### src/rtl/vga_stream_gen.sv
// VGA source-side timing and pixel generator.
// Horizontal/vertical counters issue pixel requests to an external source and
// delay the sync/blank state so that each pixel's colour leaves in the same
// cycle as its own blanking and sync levels. Built-in test patterns can
// replace the external source on a per-frame basis.
//
// Request contract: pix_req is high for exactly one cycle per active pixel,
// with (pix_x, pix_y) naming that pixel. There is no back-pressure. The source
// must present that pixel's colour on pix_rgb exactly PIX_LAT cycles later.
// pix_rgb is ignored in every other cycle.
module vga_stream_gen #(
  parameter int WIDTH   = 800,
  parameter int HEIGHT  = 480,
  parameter int H_FP    = 40,
  parameter int H_SYNC  = 128,
  parameter int H_BP    = 88,
  parameter int V_FP    = 10,
  parameter int V_SYNC  = 2,
  parameter int V_BP    = 33,
  parameter int PIX_LAT = 2
) (
  input  logic        VGA_CLK,
  input  logic        reset,
  input  logic [1:0]  mode,
  input  logic [23:0] pix_rgb,
  output logic        pix_req,
  output logic [10:0] pix_x,
  output logic [9:0]  pix_y,
  output logic [7:0]  oVGA_R,
  output logic [7:0]  oVGA_G,
  output logic [7:0]  oVGA_B,
  output logic        oVGA_HS,
  output logic        oVGA_VS,
  output logic        oVGA_SYNC_N,
  output logic        oVGA_BLANK_N,
  output logic        frame_start
);

  localparam int H_TOTAL = WIDTH + H_FP + H_SYNC + H_BP;
  localparam int V_TOTAL = HEIGHT + V_FP + V_SYNC + V_BP;
  localparam int BAR_W   = WIDTH / 8;

  localparam logic [10:0] H_LAST = 11'(H_TOTAL - 1);
  localparam logic [9:0]  V_LAST = 10'(V_TOTAL - 1);
  localparam logic [10:0] H_ACT  = 11'(WIDTH);
  localparam logic [9:0]  V_ACT  = 10'(HEIGHT);
  localparam logic [10:0] HS_LO  = 11'(WIDTH + H_FP);
  localparam logic [10:0] HS_HI  = 11'(WIDTH + H_FP + H_SYNC);
  localparam logic [9:0]  VS_LO  = 10'(HEIGHT + V_FP);
  localparam logic [9:0]  VS_HI  = 10'(HEIGHT + V_FP + V_SYNC);

  // Per-pixel state carried alongside the request while the source fetches it.
  // Only y[5] is needed downstream, for the checkerboard.
  typedef struct packed {
    logic        hs;
    logic        vs;
    logic        blank_n;
    logic        fs;
    logic [1:0]  mode;
    logic [10:0] x;
    logic        y5;
  } stage_t;

  localparam stage_t IDLE = '{hs: 1'b1, vs: 1'b1, blank_n: 1'b0, fs: 1'b0,
                              mode: 2'd0, x: 11'd0, y5: 1'b0};

  logic [10:0] h_cnt;
  logic [9:0]  v_cnt;
  logic [1:0]  mode_q;
  logic [1:0]  cur_mode;
  logic        frame_top;
  logic        active;
  stage_t      cur;
  stage_t      stg [PIX_LAT];
  stage_t      tail;
  logic [2:0]  bar_idx;
  logic [23:0] pat;

  // Raster counters: h wraps at line end, v advances on every h wrap.
  always_ff @(posedge VGA_CLK) begin
    if (reset) begin
      h_cnt <= '0;
      v_cnt <= '0;
    end else if (h_cnt == H_LAST) begin
      h_cnt <= '0;
      v_cnt <= (v_cnt == V_LAST) ? 10'd0 : v_cnt + 10'd1;
    end else begin
      h_cnt <= h_cnt + 11'd1;
    end
  end

  // Region decode of the current counters. The frame's mode is taken straight
  // from the input at (0,0), so the first request of a frame already uses it.
  always_comb begin
    frame_top   = (h_cnt == 11'd0) && (v_cnt == 10'd0);
    active      = (h_cnt < H_ACT) && (v_cnt < V_ACT);
    cur_mode    = frame_top ? mode : mode_q;
    cur.hs      = !((h_cnt >= HS_LO) && (h_cnt < HS_HI));
    cur.vs      = !((v_cnt >= VS_LO) && (v_cnt < VS_HI));
    cur.blank_n = active;
    cur.fs      = frame_top;
    cur.mode    = cur_mode;
    cur.x       = h_cnt;
    cur.y5      = v_cnt[5];
  end

  assign pix_req     = active && !reset;
  assign pix_x       = h_cnt;
  assign pix_y       = v_cnt;
  assign oVGA_SYNC_N = 1'b0;

  // Frame mode register; it follows the input directly while in reset.
  always_ff @(posedge VGA_CLK) begin
    if (reset) mode_q <= mode;
    else       mode_q <= cur_mode;
  end

  // Delay line matching the source latency; reset flushes it to idle so no
  // stale pixel can emerge after a restart.
  always_ff @(posedge VGA_CLK) begin
    if (reset) begin
      for (int i = 0; i < PIX_LAT; i++) stg[i] <= IDLE;
    end else begin
      stg[0] <= cur;
      for (int i = 1; i < PIX_LAT; i++) stg[i] <= stg[i-1];
    end
  end

  assign tail = stg[PIX_LAT-1];

  // Colour selection for the pixel whose external data is on pix_rgb now.
  always_comb begin
    bar_idx = 3'd0;
    for (int k = 1; k < 8; k++) begin
      if (tail.x >= 11'(k * BAR_W)) bar_idx = bar_idx + 3'd1;
    end
    pat = 24'h000000;
    case (tail.mode)
      2'd0:    pat = pix_rgb;
      2'd1:    pat = {{8{~bar_idx[1]}}, {8{~bar_idx[2]}}, {8{~bar_idx[0]}}};
      2'd2:    pat = (tail.x[5] ^ tail.y5) ? 24'hFFFFFF : 24'h000000;
      default: pat = {3{tail.x[9:2]}};
    endcase
    if (!tail.blank_n) pat = 24'h000000;
  end

  // Registered output stage: the last delay slot plus the selected colour.
  always_ff @(posedge VGA_CLK) begin
    if (reset) begin
      oVGA_R       <= 8'd0;
      oVGA_G       <= 8'd0;
      oVGA_B       <= 8'd0;
      oVGA_HS      <= 1'b1;
      oVGA_VS      <= 1'b1;
      oVGA_BLANK_N <= 1'b0;
      frame_start  <= 1'b0;
    end else begin
      oVGA_R       <= pat[23:16];
      oVGA_G       <= pat[15:8];
      oVGA_B       <= pat[7:0];
      oVGA_HS      <= tail.hs;
      oVGA_VS      <= tail.vs;
      oVGA_BLANK_N <= tail.blank_n;
      frame_start  <= tail.fs;
    end
  end

endmodule

### config.mk
export PLATFORM = sky130hd
export DESIGN_NAME = vga_stream_gen
export DESIGN_NICKNAME = d
export VERILOG_FILES = /design/src/rtl/vga_stream_gen.sv
export SDC_FILE = /design/constraint.sdc
export NUM_CORES = 1
export LEC_CHECK = 0
export ABC_CLOCK_PERIOD_IN_PS = 8900
export CORE_ASPECT_RATIO = 0.75
export CORE_MARGIN = 3
export CORE_UTILIZATION = 45
export DETAILED_ROUTE_END_ITERATION = 10
export GPL_ROUTABILITY_DRIVEN = 0
export PLACE_DENSITY = 0.72
export SLEW_MARGIN = 20
export SYNTH_ARGS = -nofsm -noshare
export SYNTH_HDL_FRONTEND = slang
export SYNTH_SLANG_ARGS = --single-unit
### constraint.sdc
create_clock -name VGA_CLK -period 8.9 [get_ports VGA_CLK]
set_input_delay 2.225 -clock VGA_CLK [delete_from_list [all_inputs] [get_ports VGA_CLK]]
set_output_delay 2.225 -clock VGA_CLK [all_outputs]
set_load 0.1 [all_outputs]
# Yosys cells after proc, flatten, opt, wreduce, memory -nomap -nowiden
# Memories as Yosys holds them, arrays and structs flattened.
# Cells that the tools add are included.
[word_totals]
register_bits = 51
latch_bits = 0
ramBits = 36
romBits = 0
input_bits = 28
out_inout_bits = 51
n_memories = 1
[memory_table]
columns = ["memory", "words", "word_bits", "read_ports", "rd_ports_with_merged_regs", "write_ports", "line_no", "source"]
rows = [
  ["stg", 2, 18, 2, 0, 2, "74", "stage_t stg [PIX_LAT];"],
]
[op_classes]
addsub = 8
mul = 0
div_mod_pow = 0
magnitude_cmp = 13
n_eq_ne = 4
n_shift = 0
n_mux = 17
bitwise_logic = 7
reduce_logical = 13
[op_table]
columns = ["cell", "count"]
rows = [
  ["24-bit one-hot mux with 3 select lines", 1],
  ["18-bit two-way mux", 2],
  ["11-bit by 10-bit >= comparator with 1-bit output (second input constant)", 3],
  ["11-bit by 9-bit >= comparator with 1-bit output (second input constant)", 3],
  ["24-bit two-way mux", 1],
  ["11-bit by 10-bit < comparator with 1-bit output (second input constant)", 2],
  ["10-bit by 9-bit < comparator with 1-bit output (second input constant)", 2],
  ["3-bit by 1-bit adder with 3-bit output (second input constant)", 6],
  ["3-bit two-way mux", 6],
  ["11-bit by 1-bit adder with 11-bit output (second input constant)", 1],
  ["11-bit == test (second input constant)", 1],
  ["11-bit by 7-bit >= comparator with 1-bit output (second input constant)", 1],
  ["11-bit by 8-bit >= comparator with 1-bit output (second input constant)", 1],
  ["11-bit logical NOT", 1],
  ["10-bit by 1-bit adder with 10-bit output (second input constant)", 1],
  ["10-bit == test (second input constant)", 1],
  ["10-bit by 9-bit >= comparator with 1-bit output (second input constant)", 1],
  ["10-bit logical NOT", 1],
  ["10-bit two-way mux", 1],
  ["1-bit logical AND", 5],
  ["1-bit two-way mux", 4],
  ["2-bit two-way mux", 2],
  ["1-bit inverter", 4],
  ["2-bit OR reduction", 2],
  ["other kinds (6)", 9],
]

# Logic depth before layout (Yosys ltp)
# An unclocked memory read counts as a cell.
[depth]
ltp_word = 17
ltp_mapped = 18
depth_no_buf = 17

# Worst setup path before layout
# Ideal clock, no wire load.
[synth_timing]
path_kind = "input-to-output"
startpoint = "in reset"
endpoint = "out pix_req"
t_arrival_ps = 3587
slack_ps = 3088
stages = 4
cell_sequence = "clkbuf_1 clkbuf_1 nor2_1 and4b_1"
[synth_between]
elab_chain_len = 2
[synth_rtl]
columns = ["element", "line_no", "source"]
rows = [
  ["from (decl)", "23", "input logic reset,"],
  ["1-bit logical NOT", "107", "assign pix_req = active && !reset;"],
  ["1-bit logical AND", "107", ""],
  ["to (decl)", "26", "output logic pix_req,"],
]
# Every way passes these cells.

# Worst setup path in the final report
# Same ends and word-level chain as after synthesis.

==> flow_metrics.py <==
metrics = {
    "clocking": {
        "htreeDepth": 3,
        "cts_tree": "yes",
        "cts_buffers": 9,
        "clockBufferDepth": 2,
        "clock-sinks": 83,
        "clkLatencyLatePin_ns": 0.34,
        "cts_resized": 0,
        "clk_pin_slew_worst_paths_ns": 0.08,
        "postCtsHoldBufs": 0,
        "clockRootBuffer": "clkbuf_8",
        "cts_setup_buffers": 0,
    },
    "flow_run": {
        "cap_violations": 0,
    },
    "routing": {
        "drtIter0Drc": 171,
        "firstDrtPassIters": 4,
        "via_count": 2944,
        "vias_per_cell": 5.37,
        "wl_um": 8270,
        "drtAntennaViolNets": 0,
        "drcViolationCount": 0,
        "wl_per_cell_um": 15.1,
    },
    "global_routing": {
        "grt_pass1_vias": 2834,
        "grt_max_degree": 43,
        "grt_remaining_overflow": 0,
        "grt_first_pass_wirelength_um": 14100,
        "grt.total_usage": 0.183,
        "antenna_found_initial": 0,
    },
    "worst_hold_path": {
        "min_from": "stg[0][17]",
        "hold_path.class": "reg2reg",
        "min_delay_path_depth": 1,
        "worstHoldEndpoint": "stg[0][35]",
    },
    "synthesis": {
        "ys_async_sr_fraction": 0,
        "synth_top_family_by_area": "simple AND/OR/NAND/NOR gates",
        "yosysSeqAreaShare": 0.444,
        "synth_simple_gate_area_frac": 0.199,
        "synth_top_area_share": 0.444,
        "synth-edff-count": 0,
        "synth_fa_ha_area_frac": 0.0368,
        "syn_area_um2": 3740,
        "ys_top_cells_by_count": "dfxtp_1 (83), nor2_1 (33), nor2b_1 (29), a22oi_1 (24), clkbuf_1 (18)",
        "syn_nets": 425,
        "synthMuxAreaShare": 0.0254,
        "synth_compound_area_frac": 0.158,
        "synth-xor-area-share": 0.0699,
        "synth_seq_cells": 83,
        "synth_cell_type_count": 57,
        "ys_warn_count": 0,
        "yosysTopAreaCell": "dfxtp_1",
        "synth.avg_cell_area_um2": 9.69,
        "yosysMostFrequentCell": "dfxtp_1",
        "syn_inst": 386,
        "synth_ff_type": "dfxtp_1",
        "synthTopCellsByArea": "dfxtp_1 (44%), nor2b_1 (4.9%), a22oi_1 (4.8%)",
    },
    "power_and_ir_drop": {
        "power_uw": 799,
        "cellLeakagePower_uw": 0.00186,
        "p_int_uw": 591,
        "ir_drop_uv": 83.6,
        "power.density_nw_per_um2": 171,
        "seqPwrFrac": 0.484,
        "swShare": 0.260,
        "clkPwrFrac": 0.382,
        "power.switching_uw": 208,
        "p_comb_frac": 0.134,
    },
    "timing": {
        "drv_slew": 0,
        "setup_viol": 0,
        "hold_violations": 0,
        "grt_setup_unrepaired": "no",
        "skew_ns": 0.0128,
        "slew_headroom": 0.340,
        "worst_pin_slew_ns": 0.987,
        "fmax_ghz": 0.151,
        "finalCritPeriodShare": 0.745,
        "fin_ws_ns": 2.27,
        "setup_tns_ns": 0,
        "min_period_ns": 6.63,
    },
    "floorplanning": {
        "die_h_um": 84.9,
        "fp-row-count": 28,
        "core_um2": 7990,
        "start_util": 0.468,
        "die-area_um2": 9450,
        "io_pins": 79,
        "chipWidth_um": 111,
    },
    "finish": {
        "postLayoutCoreUtil": 0.587,
        "multiInputGateArea_um2": 1830,
        "fin_nets": 477,
        "nFillCells": 698,
        "area_growth_pct": 25.3,
        "drive_above_1_share": 0.0858,
        "diodes": 0,
        "area.sequential_um2": 1660,
    },
    "status": {
        "status": "complete, no violations",
    },
    "setup_path": {
        "worstPathMaxFanout": 42,
        "end_kind": "output port",
        "r2r_slack_ns": 4.27,
        "r2r-end": "oVGA_G[3]",
        "r2r_cells": 16,
        "start_kind": "input port",
        "cp.arrival_ns": 4.40,
        "crit_type": "in2out",
        "rr_startpoint": "stg[0][28]",
        "cp_data_required_time_ns": 6.68,
    },
    "placement": {
        "port-buffer-count": 77,
        "place_ws_ns": 2.25,
        "place_hpwl_um": 5870,
    },
}
## power groups by stage
stage               clock, uW  sequential [uW]  combinational (uW)
floorplan                   0              429                43.8
global placement            0              396                 106
detailed placement          0              395                 107
CTS                       312              387                 108
global route              328              388                 113
finish                    305              387                 107
## worst max path at each step
stage          start       to  slack, ns  depth (start not counted)
2_1_floorplan  reset  pix_req       3.09                          4
3_3_place_gp   reset  pix_req       2.27                          5
3_5_place_dp   reset  pix_req       2.25                          5
4_1_cts        reset  pix_req       2.25                          5
5_1_grt        reset  pix_req       2.13                          5
6_report       reset  pix_req       2.27                          5
## state kept, by name, summed over array words and instances, names as in the netlist
signal,count
stg,32
pix_x,11
pix_y,10
oVGA_B,8
oVGA_G,8
oVGA_R,8
mode_q,2
frame_start,1
oVGA_BLANK_N,1
oVGA_HS,1
oVGA_VS,1
## cell families (layout without fill, tap and decap cells)
group           after synthesis  after routing
simple gates                135            135
mux                           8              8
buf+inv                      48            105
fa+ha+maj                    11             11
flops                        83             83
compound gates               75             75
xor+xnor                     25             25
other cells                   1              1
## metal layers
metal  vias up  global-route usage  part of all wire
met3         6              0.0577             0.074
li1       1460                   -                 -
met4         0              0.0541            0.0085
met2       106               0.267              0.43
met5         -                   0                 0
met1      1372               0.262              0.49
## placed cells by master (no fill, tap or decap), types with 2 or more instances in the layout
cell	instances
xnor2_1	8
nand2_1	15
a21oi_1	3
nor3_1	10
mux2i_1	4
a22oi_1	24
nand4_1	8
xnor3_1	2
clkdlybuf4s50_1	77
nor2b_1	29
o211ai_1	17
xnor2_2	2
o21ai_0	3
nor2_1	33
o221ai_1	9
mux2_4	2
or4_4	2
inv_1	10
ha_1	11
clkbuf_8	11
buf_4	2
or2_2	6
clkinv_4	2
bufinv_16	2
and4b_1	2
xor2_1	13
nor4_1	3
dfxtp_1	83
a21o_1	2
and2_1	2
o311ai_0	3
and3_1	6
nand3b_1	5
nand3_1	7
## worst max-delay path, stage by stage
cell,delay [ns]
clkdlybuf4s50_1,0.39
buf_4,0.25
nor2_1,0.18
and4b_1,0.21
clkdlybuf4s50_1,1.13
## layout make-up
cell class	instances	share of cell area
clock buffers	11	0.0323
clock inverters	5	0.0182
inverters	10	0.00801
multi-input cells	255	0.391
flip-flops and latches	83	0.355
well taps	105	0.0280
repair buffers	79	0.168
## stage by stage
step | hold WS (ns) | cells | area, um^2
after global placement | 0.394 | 532 | 4450
after detailed placement | 0.399 | 532 | 4450
final | 0.413 | 548 | 4690
after global routing | 0.425 | 548 | 4690
after floorplan | 0.389 | 386 | 3740
after CTS | 0.416 | 548 | 4690
Power figures use the tool's default switching activity.
